**src/rtl/led_pwm_ctrl.sv**
```systemverilog
// -----------------------------------------------------------------------------
// led_pwm_ctrl
//
// Multi-channel LED driver. A shared prescaler and PWM period counter serve
// all channels. Each channel is OFF, ON, fixed-duty PWM or BREATHE (a
// triangular duty ramp that advances once per PWM period). Configuration
// goes into a per-channel shadow register. It is copied to the active
// register only at a PWM period boundary, so a running waveform never
// glitches.
//
// Optional build macro: LED_GAMMA_EN
//   defined   : the compare value for PWM/BREATHE is (v*v) >> PWM_W, giving a
//               perceptual gamma of about 2. The compare value is
//               pipelined, so led_out lags pwm_cnt by 2 cycles.
//   undefined : linear compare value, led_out lags pwm_cnt by 1 cycle.
//
// Ports
//   clk25        in   system clock (25 MHz)
//   fpga_rst_n   in   asynchronous active-low reset
//   cfg_valid    in   config write request
//   cfg_ready    out  shadow slot of cfg_ch is free (always 1 for bad cfg_ch)
//   cfg_ch       in   target channel index
//   cfg_mode     in   0 OFF, 1 ON, 2 PWM, 3 BREATHE
//   cfg_duty     in   PWM duty, or BREATHE ramp step per period
//   cfg_err      out  one-cycle pulse after a write to cfg_ch >= CH_NUM
//   led_out      out  LED drive, active level set by LED_ACT_LOW
//   period_tick  out  one-cycle pulse after each PWM period end
// -----------------------------------------------------------------------------
module led_pwm_ctrl #(
    parameter int CH_NUM      = 4,
    parameter int PWM_W       = 8,
    parameter int PRESC_DIV   = 96,
    parameter bit LED_ACT_LOW = 1'b0
) (
    input  logic              clk25,
    input  logic              fpga_rst_n,
    input  logic              cfg_valid,
    output logic              cfg_ready,
    input  logic [3:0]        cfg_ch,
    input  logic [1:0]        cfg_mode,
    input  logic [PWM_W-1:0]  cfg_duty,
    output logic              cfg_err,
    output logic [CH_NUM-1:0] led_out,
    output logic              period_tick
);

    localparam int PRESC_W = (PRESC_DIV > 1) ? $clog2(PRESC_DIV) : 1;
    localparam logic [PRESC_W-1:0] PRESC_LAST = PRESC_W'(PRESC_DIV - 1);
    localparam logic [PWM_W-1:0]   LVL_MAX    = {PWM_W{1'b1}};
    localparam logic [PWM_W:0]     ONE_EXT    = {{PWM_W{1'b0}}, 1'b1};

    localparam logic [1:0] MODE_OFF     = 2'd0;
    localparam logic [1:0] MODE_ON      = 2'd1;
    localparam logic [1:0] MODE_PWM     = 2'd2;
    localparam logic [1:0] MODE_BREATHE = 2'd3;

    localparam logic DIR_UP   = 1'b0;
    localparam logic DIR_DOWN = 1'b1;

    // One breathe step: returns {next_dir, next_lvl}. The arithmetic is one
    // bit wider than the level, so the saturation compare never wraps.
    function automatic logic [PWM_W:0] ramp_f(
        input logic [PWM_W-1:0] lvl,
        input logic             dir,
        input logic [PWM_W-1:0] duty
    );
        logic [PWM_W:0] step;
        logic [PWM_W:0] sum;
        logic [PWM_W:0] res;
        step = (duty == {PWM_W{1'b0}}) ? ONE_EXT : {1'b0, duty};
        sum  = {1'b0, lvl} + step;
        if (dir == DIR_UP) begin
            if (sum >= {1'b0, LVL_MAX}) begin
                res = {DIR_DOWN, LVL_MAX};
            end else begin
                res = {DIR_UP, sum[PWM_W-1:0]};
            end
        end else begin
            if ({1'b0, lvl} <= step) begin
                res = {DIR_UP, {PWM_W{1'b0}}};
            end else begin
                res = {DIR_DOWN, lvl - step[PWM_W-1:0]};
            end
        end
        return res;
    endfunction

`ifdef LED_GAMMA_EN
    // Gamma ~2: square the value at full width and keep the upper half.
    function automatic logic [PWM_W-1:0] gamma_f(input logic [PWM_W-1:0] v);
        logic [2*PWM_W-1:0] sq;
        sq = {{PWM_W{1'b0}}, v} * {{PWM_W{1'b0}}, v};
        return sq[2*PWM_W-1:PWM_W];
    endfunction
`endif

    // Timebase state
    logic [PRESC_W-1:0] presc_q, presc_d;
    logic [PWM_W-1:0]   pwm_cnt_q, pwm_cnt_d;
    logic               step_s;
    logic               period_end_s;
    logic               period_tick_q;

    // Config handshake
    logic [15:0] pend_ext_s;
    logic        ch_valid_s;
    logic        accept_s;
    logic        cfg_err_q;

    // Per-channel state
    logic [CH_NUM-1:0][1:0]       shadow_mode_q, shadow_mode_d;
    logic [CH_NUM-1:0][PWM_W-1:0] shadow_duty_q, shadow_duty_d;
    logic [CH_NUM-1:0][1:0]       act_mode_q, act_mode_d;
    logic [CH_NUM-1:0][PWM_W-1:0] act_duty_q, act_duty_d;
    logic [CH_NUM-1:0][PWM_W-1:0] lvl_q, lvl_d;
    logic [CH_NUM-1:0]            dir_q, dir_d;
    logic [CH_NUM-1:0]            pending_q, pending_d;

    // Output path
    logic [CH_NUM-1:0]            on_s;
    logic [CH_NUM-1:0][PWM_W-1:0] cmp_s;
    logic [CH_NUM-1:0]            raw_s;
    logic [CH_NUM-1:0]            led_q;

    // Prescaler and period counter next state; pwm_cnt wraps naturally.
    always_comb begin
        step_s       = (presc_q == PRESC_LAST);
        period_end_s = step_s && (pwm_cnt_q == LVL_MAX);
        if (step_s) begin
            presc_d   = {PRESC_W{1'b0}};
            pwm_cnt_d = pwm_cnt_q + PWM_W'(1);
        end else begin
            presc_d   = presc_q + PRESC_W'(1);
            pwm_cnt_d = pwm_cnt_q;
        end
    end

    // Handshake decode. pending is zero-extended to 16 bits so any 4-bit
    // cfg_ch can index it safely. Out-of-range channels are always ready.
    always_comb begin
        pend_ext_s = 16'(pending_q);
        ch_valid_s = ({1'b0, cfg_ch} < 5'(CH_NUM));
        if (ch_valid_s) begin
            cfg_ready = ~pend_ext_s[cfg_ch];
        end else begin
            cfg_ready = 1'b1;
        end
        accept_s = cfg_valid && cfg_ready;
    end

    // Per-channel next state: shadow load, boundary copy and breathe ramp.
    always_comb begin
        shadow_mode_d = shadow_mode_q;
        shadow_duty_d = shadow_duty_q;
        act_mode_d    = act_mode_q;
        act_duty_d    = act_duty_q;
        lvl_d         = lvl_q;
        dir_d         = dir_q;
        pending_d     = pending_q;
        for (int i = 0; i < CH_NUM; i++) begin
            if (accept_s && ch_valid_s && (cfg_ch == 4'(i))) begin
                shadow_mode_d[i] = cfg_mode;
                shadow_duty_d[i] = cfg_duty;
                pending_d[i]     = 1'b1;
            end else begin
                pending_d[i]     = pending_q[i];
            end
            if (period_end_s) begin
                // A write accepted in this same cycle found pending=0, so it
                // is not copied here and waits for the next boundary.
                if (pending_q[i]) begin
                    act_mode_d[i] = shadow_mode_q[i];
                    act_duty_d[i] = shadow_duty_q[i];
                    pending_d[i]  = 1'b0;
                end else begin
                    act_mode_d[i] = act_mode_q[i];
                    act_duty_d[i] = act_duty_q[i];
                end
                // Ramp only when the channel was already breathing. A
                // channel just entering BREATHE starts at level 0, going up.
                if ((act_mode_d[i] != MODE_BREATHE) || (act_mode_q[i] != MODE_BREATHE)) begin
                    lvl_d[i] = {PWM_W{1'b0}};
                    dir_d[i] = DIR_UP;
                end else begin
                    {dir_d[i], lvl_d[i]} = ramp_f(lvl_q[i], dir_q[i], act_duty_d[i]);
                end
            end else begin
                lvl_d[i] = lvl_q[i];
            end
        end
    end

    // Compare value per channel from its active mode.
    always_comb begin
        on_s  = {CH_NUM{1'b0}};
        cmp_s = '0;
        for (int i = 0; i < CH_NUM; i++) begin
            case (act_mode_q[i])
                MODE_OFF:     cmp_s[i] = {PWM_W{1'b0}};
                MODE_ON:      on_s[i]  = 1'b1;
`ifdef LED_GAMMA_EN
                MODE_PWM:     cmp_s[i] = gamma_f(act_duty_q[i]);
                MODE_BREATHE: cmp_s[i] = gamma_f(lvl_q[i]);
`else
                MODE_PWM:     cmp_s[i] = act_duty_q[i];
                MODE_BREATHE: cmp_s[i] = lvl_q[i];
`endif
                default:      cmp_s[i] = {PWM_W{1'b0}};
            endcase
        end
    end

`ifdef LED_GAMMA_EN
    logic [CH_NUM-1:0]            on_q;
    logic [CH_NUM-1:0][PWM_W-1:0] cmp_q;
    logic [PWM_W-1:0]             cnt_dly_q;

    // Pipeline stage after the squarer; the counter is delayed alongside it.
    always_ff @(posedge clk25 or negedge fpga_rst_n) begin
        if (!fpga_rst_n) begin
            on_q      <= {CH_NUM{1'b0}};
            cmp_q     <= '0;
            cnt_dly_q <= {PWM_W{1'b0}};
        end else begin
            on_q      <= on_s;
            cmp_q     <= cmp_s;
            cnt_dly_q <= pwm_cnt_q;
        end
    end

    // Raw drive from the pipelined compare value.
    always_comb begin
        raw_s = {CH_NUM{1'b0}};
        for (int i = 0; i < CH_NUM; i++) begin
            raw_s[i] = on_q[i] | (cnt_dly_q < cmp_q[i]);
        end
    end
`else
    // Raw drive straight from the current compare value.
    always_comb begin
        raw_s = {CH_NUM{1'b0}};
        for (int i = 0; i < CH_NUM; i++) begin
            raw_s[i] = on_s[i] | (pwm_cnt_q < cmp_s[i]);
        end
    end
`endif

    // State registers: timebase, per-channel config, registered outputs.
    always_ff @(posedge clk25 or negedge fpga_rst_n) begin
        if (!fpga_rst_n) begin
            presc_q       <= {PRESC_W{1'b0}};
            pwm_cnt_q     <= {PWM_W{1'b0}};
            period_tick_q <= 1'b0;
            cfg_err_q     <= 1'b0;
            shadow_mode_q <= {CH_NUM{MODE_OFF}};
            shadow_duty_q <= '0;
            act_mode_q    <= {CH_NUM{MODE_OFF}};
            act_duty_q    <= '0;
            lvl_q         <= '0;
            dir_q         <= {CH_NUM{DIR_UP}};
            pending_q     <= {CH_NUM{1'b0}};
            led_q         <= {CH_NUM{LED_ACT_LOW}};
        end else begin
            presc_q       <= presc_d;
            pwm_cnt_q     <= pwm_cnt_d;
            period_tick_q <= period_end_s;
            cfg_err_q     <= cfg_valid && !ch_valid_s;
            shadow_mode_q <= shadow_mode_d;
            shadow_duty_q <= shadow_duty_d;
            act_mode_q    <= act_mode_d;
            act_duty_q    <= act_duty_d;
            lvl_q         <= lvl_d;
            dir_q         <= dir_d;
            pending_q     <= pending_d;
            led_q         <= raw_s ^ {CH_NUM{LED_ACT_LOW}};
        end
    end

    assign led_out     = led_q;
    assign period_tick = period_tick_q;
    assign cfg_err     = cfg_err_q;

endmodule

```
**config.mk**
```make
export PLATFORM = sky130hd
export DESIGN_NAME = led_pwm_ctrl
export DESIGN_NICKNAME = d
export VERILOG_FILES = /design/src/rtl/led_pwm_ctrl.sv
export SDC_FILE = /design/constraint.sdc
export NUM_CORES = 1
export LEC_CHECK = 0
export BUFFER_PORTS_ARGS = -buffer_cell sky130_fd_sc_hd__buf_2
export CAP_MARGIN = 15
export CORE_ASPECT_RATIO = 1.1
export CORE_MARGIN = 2
export CORE_UTILIZATION = 50
export CTS_CLUSTER_DIAMETER = 40
export DETAILED_ROUTE_END_ITERATION = 6
export PLACE_DENSITY = 0.75
export SYNTH_ARGS = -nofsm -noshare
export SYNTH_HDL_FRONTEND = slang
export SYNTH_SLANG_ARGS = --single-unit
```
**constraint.sdc**
```tcl
create_clock -name clk25 -period 3.3 [get_ports clk25]
set_input_delay 0.495 -clock clk25 [delete_from_list [all_inputs] [get_ports clk25]]
set_output_delay 0.495 -clock clk25 [all_outputs]
set_load 0.01 [all_outputs]
```
* After elaboration in Yosys (flattened, before gate mapping)
Cells that the tools add are included.
** Word-level totals
- Bits in latches :: 0
- Output and inout bits :: 7
- Memories :: 0
- RAM bits :: 0
- Register bits after elaboration :: 141
- Logic and storage cells :: 163
- Bits in read-only memories :: 0
- Bits of input ports :: 17
** Operators by class
- Reductions and logical operators :: 18
- $add $sub $neg :: 10
- Bitwise gates (word level) :: 5
- $lt $le $gt $ge :: 14
- Equal/unequal tests :: 25
- Shift operators :: 0
- Multipliers :: 0
- Mux-type cells :: 64
- Div/mod/pow operators :: 0
** Operator list (number)
- $mux W8 :: 16
- $mux W9 :: 12
- $pmux W8 S2 :: 4
- $add A8 B8 Y9 :: 4
- $ge A9 B8 Y1 const B :: 4
- $le A8 B8 Y1 :: 4
- $logic_not A8 Y1 :: 4
- $lt A8 B8 Y1 :: 4
- $sub A8 B8 Y8 :: 4
- $mux W1 :: 22
- $eq A2 B2 Y1 const B :: 8
- $mux W2 :: 8
- $ne A2 B2 Y1 const B :: 8
- $add A8 B1 Y8 const B :: 1
- $eq A2 B1 Y1 const B :: 4
- $eq A4 B2 Y1 const B :: 2
- $eq A8 B8 Y1 const B :: 1
- $logic_and A1 B1 Y1 :: 8
- $add A7 B1 Y7 const B :: 1
- $eq A7 B7 Y1 const B :: 1
- $mux W7 :: 1
- $lt A4 B5 Y1 const B :: 1
- $bmux W1 S4 :: 1
- $eq A4 B1 Y1 const B :: 1
- 6 further kinds :: 12

* Logic depth before layout (Yosys ltp)
- Depth after elaboration :: 10
- Depth in mapped cells :: 14

* Least setup slack after synthesis
No wires, ideal clock.
- Kind :: reg-to-reg
- From :: register pending_q[1]
- To :: register lvl_q[9] (netlist name)
- Cell stages (with the launch flop) :: 15
- Required time :: 3169 ps
- Slack :: -383 ps
- Arrival time :: 3552 ps
- Path through :: dfrtp_1 > clkbuf_1 > mux2i_1 > nand4_1 > o41ai_1 > ha_1 > inv_1 > fa_1 > a21o_1 > a21oi_1 > o21ai_0 > nor4b_1 > nor3_4 > a22oi_1 > a21oi_1
** Between the ends
- Longest elaborated chain between the ends :: 9
** Ends and longest elaborated chain
- start, declared :: RTL line 117 : logic [CH_NUM-1:0] pending_q, pending_d;
- start signal, assigned :: RTL line 261 : pending_q <= {CH_NUM{1'b0}};
- start signal, assigned :: RTL line 274 : pending_q <= pending_d;
- $mux W8 :: RTL line 171 : if (pending_q[i]) begin
- $mux W8 :: RTL line 168 : if (period_end_s) begin
- $logic_not A8 Y1 :: RTL line 70 : step = (duty == {PWM_W{1'b0}}) ? ONE_EXT : {1'b0, duty};
- $mux W8 :: RTL line 70
- $add A8 B8 Y9 :: RTL line 71 : sum = {1'b0, lvl} + step;
- $ge A9 B8 Y1 :: RTL line 73 : if (sum >= {1'b0, LVL_MAX}) begin
- $mux W9 :: RTL line 73
- $mux W9 :: RTL line 72 : if (dir == DIR_UP) begin
- $mux W8 * :: RTL line 181 : if ((act_mode_d[i] != MODE_BREATHE) || (act_mode_q[i] != MODE_BREATHE)) begin
- end signal, assigned :: RTL line 272 : lvl_q <= lvl_d;
- end, declared :: RTL line 115 : logic [CH_NUM-1:0][PWM_W-1:0] lvl_q, lvl_d;
Every way passes the cells marked *; elsewhere a longest branch is shown, timed or not. The select of a mux whose other input is x is not followed.
A chain may end at the register's enable or synchronous reset.

* Worst setup path in the final report
Same ends and word-level chain as after synthesis.

==> results.tsv <==
stage	metric	value	unit
setup_path	WP buf/inv	5	
outcome	outcome	finished, final reports clean	
place	placed cell area	10800	µm²
timing	final hold slack	0.353	ns
finish	Fillers	1612	
timing	post-route setup TNS	0	ns
finish	Reg area	3530	µm²
power	Pint	0.00431	W
synth	post-synthesis register bit count	141	
finish	final net count	1222	
route	drt drc	0	
clocking	# clock sinks	141	
die	row count	54	
finish	final instance area	12000	µm²
synth	post-synth cell types	71	
place	IO buf count	23	
grt	vias in the first global route	7954	
setup_path	worst-path cell chain	buf_12, mux2i_4, inv_2, o41ai_2, buf_4, ha_4, inv_2, fa_2, a21o_1, a21oi_2, o21ai_2, nor4b_4, buf_4, nor3_4, a22oi_1, a21oi_1	
die	floorplan die width	139	µm
min_path	Min-Delay Endpoint	cfg_err	
die	initial core utilization	50.6	%
timing	# setup viols final	0	
power	power per cell area	519	nW/µm²
min_path	worst hold path stage count	2	
grt	first-pass GRT wire length	41000	µm
clocking	CTS tree	built	
clocking	clk root buf	clkbuf_16	
synth	post-synthesis compound-gate area fraction	17.1	%
synth	Async SR Flop Fraction	100	%
timing	Worst Max-Slew Pin Slew	0.626	ns
synth	post-synth top area cell	dfrtp_1	
synth	largest family of logic cells by synthesized area	compound AO/OA/AOI/OAI gates	
place	gpl congestion	0.910	
min_path	Min-Delay Startpoint	cfg_valid	
power	Max VDD drop	0.000408	V
timing	Max Freq	0.312	GHz
setup_path	cell family with most CP delay	compound AO/OA/AOI/OAI gates	
synth	Primary FF master, synth	dfrtp_1	
flow_run	total of max-cap violations	0	
synth	Yosys warnings	0	
setup_path	Max stage delay on crit path	0.42	ns
setup_path	FF-to-FF path depth	16	
die	Die Area	21100	µm²
die	Die Y	152	µm
power	Reg power frac	32.0	%
timing	Layout Skew	0.00754	ns
synth	cell with the most instances after synthesis	dfrtp_1	
finish	area delta synth->final	20.0	%
timing	Hold Fails Final Rpt	0	
synth	Area contributors post-synth	dfrtp_1, ha_1, mux2_2	
clocking	CTS Buffer Depth	2	
clocking	Clock H-tree levels	4	
clocking	CTS Buf Count	17	
power	sw frac	30.8	%
timing	Final Critical Period	3.21	ns
synth	Synth Area in Simple Gates	11.8	%
setup_path	worst reg2reg path startpoint	pending_q[1]	
power	power share of the clock group	34.1	%
synth	mux contribution to synthesized area	13.2	%
grt	largest net degree at the start of global routing	77	
timing	fin crit share	97.2	%
synth	Synth top cells by count	dfrtp_1, nand2_1, ha_1	
die	Ports	24	
clocking	clock slew at the register clock pins of the worst setup and hold paths	0.06	ns
synth	mapped cell area	9990	µm²
synth	Post-Syn Area per Cell	9.83	µm²
synth	Syn Inst Count	1016	
power	Gate power share	33.9	%
synth	Post-Synth XOR/XNOR Area	4.56	%
grt	initial antenna violation count	1	
grt	GRT Total Usage	24.0	%
route	DRT Pass-1 Iters	5	
setup_path	CP Launch Type	flip-flop	
setup_path	critical path startpoint	pending_q[1]	
place	detailed placement HPWL	18100	µm
route	vias per cell	5.85	
setup_path	crit end category	flip-flop	
synth	Post-Synth Adder-Cell Area	13.4	%
synth	Seq/Total Area, Yosys	35.3	%
route	vias	8015	
route	final WL	25600	µm
finish	area occupied by multi-input gates	6350	µm²
die	core box area	19700	µm²
route	DR WL/cell	18.7	µm
route	DRT iter0 DRCs	472	
power	switching power	0.00192	W
setup_path	R2R setup slack	0.09	ns
timing	RSZ-0062 raised after global routing	yes	
setup_path	CP Data Required Time	3.61	ns
synth	share of the synthesized area in the top cell type	35.3	%
setup_path	Crit-path slowest cell	dfrtp_2	
setup_path	reg-to-reg critical path endpoint	lvl_q[9]	
clocking	clk_lat worst skew	0.43	ns
min_path	Hold Crit Class	in -> reg	
grt	overflow left after global routing	0	
power	Leakage Power	5.61	nW
finish	fraction of layout cells with a size suffix above 1	26.8	%
setup_path	Max FO, Critical Path	5	
setup_path	crit path kind	reg -> reg	
timing	max-slew violations	0	
route	DRT antenna net count	0	
setup_path	CP arrival	3.52	ns
timing	relative slew slack	57.8	%
synth	Syn Nets	1135	
synth	Post-synth EDFFs	0	
## per-stage QoR
| step | worst slack, ns | util, % | std cells | total power, W |
|---|---|---|---|---|
| after floorplan | 0.0141 | - | 1016 | 0.00320 |
| after global placement | -0.0462 | 54.9 | 1317 | 0.00380 |
| after detailed placement | -0.199 | 54.9 | 1317 | 0.00384 |
| after CTS | 0.0142 | 58.8 | 1355 | 0.00603 |
| after global routing | -0.0481 | 60.7 | 1368 | 0.00651 |
| final | 0.0936 | 60.7 | 1369 | 0.00623 |
## placed cells by master, fill, tap and decap left out, types with 19 or more instances in the layout
cell and n:
nand2_1 117, dfrtp_1 137, o21a_1 25, o21ai_0 48, buf_2 23, mux2_2 82
a22oi_1 19, a21oi_1 43, buf_4 83, nor2_1 33, mux2i_1 19, inv_1 63
xnor2_1 41, ha_1 89
## layout make-up
cell class	count	area share (%)
antenna	1	0.0209
clock buffer	21	3.84
clock inverter	11	1.58
inverter	66	2.07
multi-input combinational	761	53.0
sequential	141	29.5
tap	252	2.63
timing repair buffer	116	7.41
## registers in the layout (all words and copies together), names as in the netlist
signal,count
act_duty_q,32
act_mode_q,8
cfg_err,1
dir_q,4
led_out,4
lvl_q,32
pending_q,4
period_tick,1
presc_q,7
pwm_cnt_q,8
shadow_duty_q,32
shadow_mode_q,8
## worst register-to-register path: cells and delay by family (launching register included)
kind / cells / cell delay [ns]
mux: 1 / 0.24
compound gates: 6 / 0.99
buf+inv: 5 / 0.64
simple gates: 2 / 0.36
fa+ha+maj: 2 / 0.47
flops: 1 / 0.42
## cells by family after synthesis
family          Yosys count
flops                   141
xor+xnor                 52
fa+ha+maj               102
compound gates          246
buf+inv                 115
mux                     120
simple gates            240
## power groups by stage
stage               sequential [W]  combinational, W  clock (W)
global route               0.00200           0.00230    0.00221
detailed placement         0.00202           0.00182          0
global placement           0.00201           0.00179          0
floorplan                  0.00195           0.00125          0
CTS                        0.00198           0.00191    0.00214
finish                     0.00199           0.00211    0.00212
## worst max-delay path by stage
| stage | depth (start not counted) | endpoint | slack [ns] |
|---|---|---|---|
| 3_3_place_gp | 13 | lvl_q[16] | -0.05 |
| 2_1_floorplan | 14 | lvl_q[6] | 0.01 |
| 6_report | 16 | lvl_q[9] | 0.09 |
| 3_5_place_dp | 13 | lvl_q[6] | -0.20 |
| 4_1_cts | 15 | lvl_q[15] | 0.01 |
| 5_1_grt | 16 | lvl_q[15] | -0.05 |
## layer usage
layer | global-route usage [%] | vias up | share of wire [%]
met5 | 0 | - | 0
met4 | 11.4 | 0 | 3.3
met3 | 2.86 | 56 | 3.7
met2 | 40.2 | 183 | 49
met1 | 31.2 | 3974 | 44
li1 | - | 3802 | -
## repair_timing
| action | 4_1_cts | 5_1_grt |
|---|---|---|
| pin swaps | 6 | 14 |
| setup endpoints to repair | 28 | 36 |
| resized for setup | 19 | 56 |
| cloned | 1 | 1 |
| buffers inserted | 4 | 12 |
| hold buffers | 1 | 0 |
| endpoints found under the hold margin | 35 | 0 |
Note: power is estimated with default switching activity, not from simulation.
